File: config.mk
export PLATFORM = sky130hd
export DESIGN_NAME = ibex_wb_stage_mq
export DESIGN_NICKNAME = d
export VERILOG_FILES = /design/src/rtl/ibex_pkg.sv /design/src/rtl/ibex_wb_aux_arb.sv /design/src/rtl/ibex_wb_stage_mq.sv
export SDC_FILE = /design/constraint.sdc
export NUM_CORES = 1
export LEC_CHECK = 0
export ABC_AREA = 1
export ABC_CLOCK_PERIOD_IN_PS = 4000
export CAP_MARGIN = 20
export CORE_MARGIN = 1
export CORE_UTILIZATION = 27
export DETAILED_ROUTE_END_ITERATION = 7
export GPL_TIMING_DRIVEN = 0
export PLACE_DENSITY = 0.57
export SLEW_MARGIN = 10
export SYNTH_ARGS = -nofsm -noshare
export SYNTH_HDL_FRONTEND = slang
export SYNTH_HIERARCHICAL = 1
export SYNTH_SLANG_ARGS = --single-unit
File: constraint.sdc
create_clock -name clk_i -period 4 [get_ports clk_i]
set_input_delay 0.8 -clock clk_i [delete_from_list [all_inputs] [get_ports clk_i]]
set_output_delay 0.8 -clock clk_i [all_outputs]
set_load 0.01 [all_outputs]
File: src/rtl/ibex_pkg.sv
// Shared types and limits for the multi-entry writeback stage.
// Holds the instruction class encoding and the per-entry record kept in the writeback FIFO.
package ibex_pkg;

  localparam int WB_DEPTH_MAX = 4;
  localparam int WB_AUX_MAX   = 4;

  typedef enum logic [1:0] {
    WB_INSTR_LOAD  = 2'b00,
    WB_INSTR_STORE = 2'b01,
    WB_INSTR_OTHER = 2'b10
  } wb_instr_type_e;

  typedef struct packed {
    wb_instr_type_e instr_type;
    logic [31:0]    pc;
    logic           compressed;
    logic           count;
    logic           we;
    logic [4:0]     waddr;
    logic [31:0]    wdata;
  } wb_entry_t;

endpackage

File: src/rtl/ibex_wb_aux_arb.sv
// Fixed-priority arbiter for auxiliary RF writers, with a starvation counter.
// Once the counter saturates, yield_o asks the writeback head to give up one write slot.
module ibex_wb_aux_arb #(
  parameter int NumAuxSrc      = 2,
  parameter int AuxStarveLimit = 8
) (
  input  logic                 clk_i,
  input  logic                 rst_ni,
  input  logic [NumAuxSrc-1:0] req_i,
  input  logic                 port_busy_i,
  output logic [NumAuxSrc-1:0] gnt_o,
  output logic                 yield_o
);

  localparam logic [7:0] Limit = 8'(AuxStarveLimit);

  logic [7:0] cnt_q, cnt_d;
  logic       granted;

  assign yield_o = (cnt_q == Limit);

  always_comb begin
    gnt_o   = '0;
    granted = 1'b0;
    for (int i = 0; i < NumAuxSrc; i++) begin
      if (req_i[i] && !port_busy_i && !granted) begin
        gnt_o[i] = 1'b1;
        granted  = 1'b1;
      end
    end
  end

  // Waiting requests age the counter; any grant restarts it.
  always_comb begin
    cnt_d = cnt_q;
    if (|gnt_o) begin
      cnt_d = '0;
    end else if ((|req_i) && (cnt_q != Limit)) begin
      cnt_d = cnt_q + 8'd1;
    end
  end

  always_ff @(posedge clk_i or negedge rst_ni) begin
    if (!rst_ni) begin
      cnt_q <= '0;
    end else begin
      cnt_q <= cnt_d;
    end
  end

  a_gnt_onehot0 : assert property (@(posedge clk_i) disable iff (!rst_ni) $onehot0(gnt_o));

endmodule

File: src/rtl/ibex_wb_stage_mq.sv
// Multi-entry in-order writeback stage: a small circular FIFO of instructions from ID/EX
// retiring from the head onto the single RF write port, shared with auxiliary writers.
module ibex_wb_stage_mq import ibex_pkg::*; #(
  parameter int WbDepth        = 2,
  parameter int NumAuxSrc      = 2,
  parameter int AuxStarveLimit = 8
) (
  input  logic                    clk_i,
  input  logic                    rst_ni,
  input  logic                    en_wb_i,
  input  wb_instr_type_e          instr_type_wb_i,
  input  logic [31:0]             pc_id_i,
  input  logic                    instr_is_compressed_id_i,
  input  logic                    instr_perf_count_id_i,
  input  logic [4:0]              rf_waddr_id_i,
  input  logic [31:0]             rf_wdata_id_i,
  input  logic                    rf_we_id_i,
  input  logic [4:0]              rf_raddr_a_i,
  input  logic [4:0]              rf_raddr_b_i,
  input  logic [31:0]             rf_wdata_lsu_i,
  input  logic                    rf_we_lsu_i,
  input  logic                    lsu_resp_valid_i,
  input  logic                    lsu_resp_err_i,
  input  logic [NumAuxSrc-1:0]    aux_req_i,
  input  logic [NumAuxSrc*5-1:0]  aux_waddr_i,
  input  logic [NumAuxSrc*32-1:0] aux_wdata_i,
  output logic [NumAuxSrc-1:0]    aux_gnt_o,
  output logic                    ready_wb_o,
  output logic                    rf_hazard_a_o,
  output logic                    rf_hazard_b_o,
  output logic                    outstanding_load_wb_o,
  output logic                    outstanding_store_wb_o,
  output logic [31:0]             pc_wb_o,
  output logic                    instr_done_wb_o,
  output logic                    perf_instr_ret_wb_o,
  output logic                    perf_instr_ret_compressed_wb_o,
  output logic [2:0]              occupancy_o,
  output logic [4:0]              rf_waddr_wb_o,
  output logic [31:0]             rf_wdata_wb_o,
  output logic                    rf_we_wb_o
);

  localparam logic [1:0] LastPtr  = 2'(WbDepth - 1);
  localparam logic [2:0] DepthOcc = 3'(WbDepth);

  // Storage is sized for the largest depth so pointers index it exactly; slots past WbDepth stay idle.
  wb_entry_t                 mem_q [WB_DEPTH_MAX];
  wb_entry_t                 mem_d [WB_DEPTH_MAX];
  logic [WB_DEPTH_MAX-1:0]   valid_q, valid_d;
  logic [1:0]                rd_ptr_q, rd_ptr_d, wr_ptr_q, wr_ptr_d;
  logic [2:0]                occ_q, occ_d;

  wb_entry_t head;
  wb_entry_t new_entry;
  logic      head_valid, head_is_other, head_retire, enq, yield;
  logic      lsu_wr, other_wr, port_busy;

  function automatic logic [1:0] ptr_inc(input logic [1:0] p);
    return (p == LastPtr) ? 2'd0 : p + 2'd1;
  endfunction

  always_comb begin
    head          = mem_q[rd_ptr_q];
    head_valid    = valid_q[rd_ptr_q];
    head_is_other = head.instr_type == WB_INSTR_OTHER;
    head_retire   = 1'b0;
    if (head_valid) begin
      head_retire = head_is_other ? !(head.we && yield) : lsu_resp_valid_i;
    end
    ready_wb_o = (occ_q != DepthOcc) || head_retire;
    enq        = en_wb_i && ready_wb_o;
  end

  always_comb begin
    new_entry.instr_type = instr_type_wb_i;
    new_entry.pc         = pc_id_i;
    new_entry.compressed = instr_is_compressed_id_i;
    new_entry.count      = instr_perf_count_id_i;
    new_entry.we         = rf_we_id_i;
    new_entry.waddr      = rf_waddr_id_i;
    new_entry.wdata      = rf_wdata_id_i;
  end

  // Retire is applied before enqueue so a full queue can recycle its head slot in one cycle.
  always_comb begin
    mem_d    = mem_q;
    valid_d  = valid_q;
    rd_ptr_d = rd_ptr_q;
    wr_ptr_d = wr_ptr_q;
    occ_d    = occ_q;
    if (head_retire) begin
      valid_d[rd_ptr_q] = 1'b0;
      rd_ptr_d          = ptr_inc(rd_ptr_q);
    end
    if (enq) begin
      mem_d[wr_ptr_q]   = new_entry;
      valid_d[wr_ptr_q] = 1'b1;
      wr_ptr_d          = ptr_inc(wr_ptr_q);
    end
    unique case ({enq, head_retire})
      2'b10:   occ_d = occ_q + 3'd1;
      2'b01:   occ_d = occ_q - 3'd1;
      default: occ_d = occ_q;
    endcase
  end

  always_ff @(posedge clk_i or negedge rst_ni) begin
    if (!rst_ni) begin
      for (int i = 0; i < WB_DEPTH_MAX; i++) begin
        mem_q[i] <= '0;
      end
      valid_q  <= '0;
      rd_ptr_q <= '0;
      wr_ptr_q <= '0;
      occ_q    <= '0;
    end else begin
      mem_q    <= mem_d;
      valid_q  <= valid_d;
      rd_ptr_q <= rd_ptr_d;
      wr_ptr_q <= wr_ptr_d;
      occ_q    <= occ_d;
    end
  end

  // Loads are hazards even without we: their data has not arrived yet.
  always_comb begin
    rf_hazard_a_o          = 1'b0;
    rf_hazard_b_o          = 1'b0;
    outstanding_load_wb_o  = 1'b0;
    outstanding_store_wb_o = 1'b0;
    for (int i = 0; i < WB_DEPTH_MAX; i++) begin
      if (valid_q[i]) begin
        if ((mem_q[i].we || mem_q[i].instr_type == WB_INSTR_LOAD) &&
            (rf_raddr_a_i != 5'd0) && (mem_q[i].waddr == rf_raddr_a_i)) begin
          rf_hazard_a_o = 1'b1;
        end
        if ((mem_q[i].we || mem_q[i].instr_type == WB_INSTR_LOAD) &&
            (rf_raddr_b_i != 5'd0) && (mem_q[i].waddr == rf_raddr_b_i)) begin
          rf_hazard_b_o = 1'b1;
        end
        if (mem_q[i].instr_type == WB_INSTR_LOAD) outstanding_load_wb_o = 1'b1;
        if (mem_q[i].instr_type == WB_INSTR_STORE) outstanding_store_wb_o = 1'b1;
      end
    end
  end

  assign pc_wb_o                        = head_valid ? head.pc : 32'd0;
  assign occupancy_o                    = occ_q;
  assign instr_done_wb_o                = head_retire;
  assign perf_instr_ret_wb_o            = head_retire && head.count &&
                                          !(lsu_resp_valid_i && lsu_resp_err_i);
  assign perf_instr_ret_compressed_wb_o = perf_instr_ret_wb_o && head.compressed;

  assign lsu_wr    = rf_we_lsu_i && head_valid && (head.instr_type == WB_INSTR_LOAD);
  assign other_wr  = head_retire && head_is_other && head.we;
  assign port_busy = lsu_wr || other_wr;

  ibex_wb_aux_arb #(
    .NumAuxSrc     (NumAuxSrc),
    .AuxStarveLimit(AuxStarveLimit)
  ) u_aux_arb (
    .clk_i      (clk_i),
    .rst_ni     (rst_ni),
    .req_i      (aux_req_i),
    .port_busy_i(port_busy),
    .gnt_o      (aux_gnt_o),
    .yield_o    (yield)
  );

  // x0 targets still consume the slot (and the aux grant) but never assert the write enable.
  always_comb begin
    rf_waddr_wb_o = '0;
    rf_wdata_wb_o = '0;
    rf_we_wb_o    = 1'b0;
    if (lsu_wr) begin
      rf_waddr_wb_o = head.waddr;
      rf_wdata_wb_o = rf_wdata_lsu_i;
      rf_we_wb_o    = 1'b1;
    end else if (other_wr) begin
      rf_waddr_wb_o = head.waddr;
      rf_wdata_wb_o = head.wdata;
      rf_we_wb_o    = 1'b1;
    end else begin
      for (int i = 0; i < NumAuxSrc; i++) begin
        if (aux_gnt_o[i]) begin
          rf_waddr_wb_o = aux_waddr_i[i*5 +: 5];
          rf_wdata_wb_o = aux_wdata_i[i*32 +: 32];
          rf_we_wb_o    = 1'b1;
        end
      end
    end
    if (rf_waddr_wb_o == 5'd0) rf_we_wb_o = 1'b0;
  end

  a_no_retire_empty : assert property (@(posedge clk_i) disable iff (!rst_ni)
    head_retire |-> head_valid);
  a_lsu_resp_head : assert property (@(posedge clk_i) disable iff (!rst_ni)
    lsu_resp_valid_i |-> (head_valid && !head_is_other));

endmodule

==> results_dict.tcl <==
set metrics [dict create \
    fin_hold_ws_ps 163 \
    synth_commonest_cells "855 x nand2_1, 315 x dfrtp_1, 308 x nand4_1" \
    rows 91 \
    n_antenna_cell 0 \
    status "complete, but fails checks" \
    clk_pin_slew_ps 60 \
    hp-class "in -> async" \
    grt_pass1_wl_mm 108 \
    dr.pass1.iters 6 \
    routabilityCongestion 0.878 \
    routedWlPerCell_um 21.7 \
    synth_nets 2341 \
    cts_tree "yes" \
    cts_buffer_depth 3 \
    hold_viol_final 0 \
    multiInputGateArea_um2 8020 \
    grt_start_max_net_pins 100 \
    fin_crit_sh_pct 101 \
    rsz0062_at_grt "true" \
    port_buffers 276 \
    wirelength_met1_mm 30.9 \
    skew_ps 25.3 \
    setup_viol 12 \
    clk_latency_ps 570 \
    syn_avg_cell_area_um2 7.85 \
    critPathKind "reg -> out" \
    io-pin-count 281 \
    synth_warnings 6 \
    start_util_pct 27.3 \
    fin_nets 2686 \
    synth_area_um2 16800 \
    grt_overflow_total 0 \
    drv_cap 0 \
    ys.flop_type "dfrtp_1" \
    dr_wl_met2_mm 33.7 \
    synth.ff_latch_count 315 \
    cp_max_fo 10 \
    dieWidth_um 251 \
    worst_pin_slew_ps 881 \
    synth_cells 2139 \
    yosysTopAreaCellShare_pct 46.9 \
    yosysSeqAreaShare_pct 46.9 \
    wl_mm 72.7 \
    synth_cell_type_count 40 \
    highest_layer "met5" \
    synthArstFlopShare_pct 100 \
    cp-start-kind "flip-flop" \
    yosysMostFrequentCell "nand2_1" \
    wl_met3_mm 5.97 \
    setup_ws_ps -44.1 \
    synth_edf_count 0 \
    fillers 6349 \
    power_density_nw_per_um2 741 \
    drive_gt1_share_pct 11.8 \
    seq_area_um2 7880 \
    power_uw 16700 \
    grt_antenna_before_repair 6 \
    drv_slew 0 \
    ant_nets 0 \
    end_kind "output pin" \
    synthTopCellsByArea "dfrtp_1 47%, nand2_1 19%, nand4_1 11%" \
    regToRegSetupSlack_ps 770 \
    grt_util_all_layers_pct 22.4 \
    cp.required_ps 3200 \
    place_ws_ps -1460 \
    route.detailed.drc 0 \
    dp_hpwl_mm 52.0 \
    area_delta_synth_final_pct 34.1 \
    max_freq_mhz 247 \
    relSlewSlack_pct 41.2 \
    p_leak_uw 0.0107 \
    cts_made_buffers 37 \
    grt_pass1_vias 17100 \
    violations "setup timing" \
    clock-sinks 315 \
    peakVddDrop_mv 0.361 \
    die_h_um 251 \
    core_area_um2 61600 \
    die-area_um2 63200 \
    postCtsHoldBufs 0 \
    min_period_ps 4040 \
    vias 17800 \
    cts-root-buf "clkbuf_16" \
    cp.arrival_ps 3240 \
    synth_largest_area_cell "dfrtp_1" \
    routed_via_density 5.31 \
    cts_htree_levels 2 \
    first_iter_violations 1670 \
]
## per-layer routing
metal  global-route usage, %  vias to the layer above
li1                        -                     8091
met1                    30.1                     8714
met2                    36.4                      831
met3                    4.18                      134
met4                    6.88                       12
met5                       0                        -
## state kept, by name, summed over array words and instances (netlist names)
signal / flops
rd_ptr_q: 2
wr_ptr_q: 2
occupancy_o: 3
valid_q: 4
mem_q: 296
u_aux_arb/cnt_q: 8
## final cells by class
cell class | instances | share of cell area, %
Timing Repair Buffer | 308 | 12.9
Clock buffer | 55 | 4.95
Buffer | 185 | 4.68
Timing Repair inverter | 1 | 0.0278
Multi-Input combinational cell | 1549 | 35.6
Tap cell | 837 | 4.65
Clock inverter | 12 | 0.617
Sequential cell | 315 | 35.0
Inverter | 87 | 1.54
## critical path, cell delays in order (launching register included)
cell       delay, ps
dfrtp_1          370
buf_6            150
inv_6             70
nor2_4            50
buf_4            130
nand2_1           50
nand2_1           50
nor2_2           150
nor2_2            50
nand4_1          190
nand2_4          110
nor3_4           240
inv_2             70
nand2_4          120
inv_8             70
clkbuf_16        170
a22oi_2          110
nand2_1           70
o211ai_1         160
o21ai_1          130
buf_2            160
## layout by cell type, fill, tap and decap left out, types with 18 or more instances in the layout
cell	count
o211ai_1	34
nor2_1	30
o21ai_0	19
o21ai_1	24
clkdlybuf4s50_1	236
clkbuf_16	39
buf_1	18
a31oi_1	22
clkbuf_8	18
nand3_1	53
inv_1	81
buf_2	67
a22oi_2	32
nand2_1	848
a22oi_1	70
nand4_1	308
dfrtp_1	315
clkbuf_1	80
buf_4	42
## through the flow
stage	util, %	area, um^2	setup TNS (ps)	cells
after CTS	36.2	22300	-38.3	3343
after floorplan	-	16800	0	2139
after global routing	36.6	22500	-5550	3349
after global placement	33.5	20600	-3715750	3252
final	36.6	22500	-229	3349
after detailed placement	33.6	20700	-51950	3255
## path summary, 6_finish.rpt
path / start / to / cells after the start
max reg2reg: rd_ptr_q[0] / occupancy_o[2] / 18
min: rst_ni / mem_q[17] / 1
max in group asynchronous: rst_ni / mem_q[59] / 2
min in group clk_i: mem_q[131] / mem_q[131] / 2
min reg2reg: mem_q[131] / mem_q[131] / 2
max: rd_ptr_q[1] / rf_wdata_wb_o[5] / 20
## cells by family (layout without fill, tap and decap cells)
family / count (synthesis) / in the layout / synth area share (%)
AO/OA/AOI/OAI: 256 / 256 / 10.4
flip-flops: 315 / 315 / 46.9
XOR/XNOR: 20 / 20 / 1.04
AND/OR/NAND/NOR: 1269 / 1269 / 33.8
adder cells (fa/ha/maj): 4 / 4 / 0.343
buffers and inverters: 275 / 648 / 7.39
## report_power, final
group	internal, uW	switching (uW)	total, uW
clock	2070	1440	3500
combinational	2990	4920	7910
sequential	4420	838	5260
total	9480	7200	16700
## timing repair
action / in CTS / in global routing
buffers inserted: 21 / 5
setup endpoints to repair: 75 / 52
pin swaps: 15 / 17
resized for setup: 254 / 63
hold endpoints to repair: 0 / 0
cloned: 3 / 1
(Power assumes the default switching activity.)
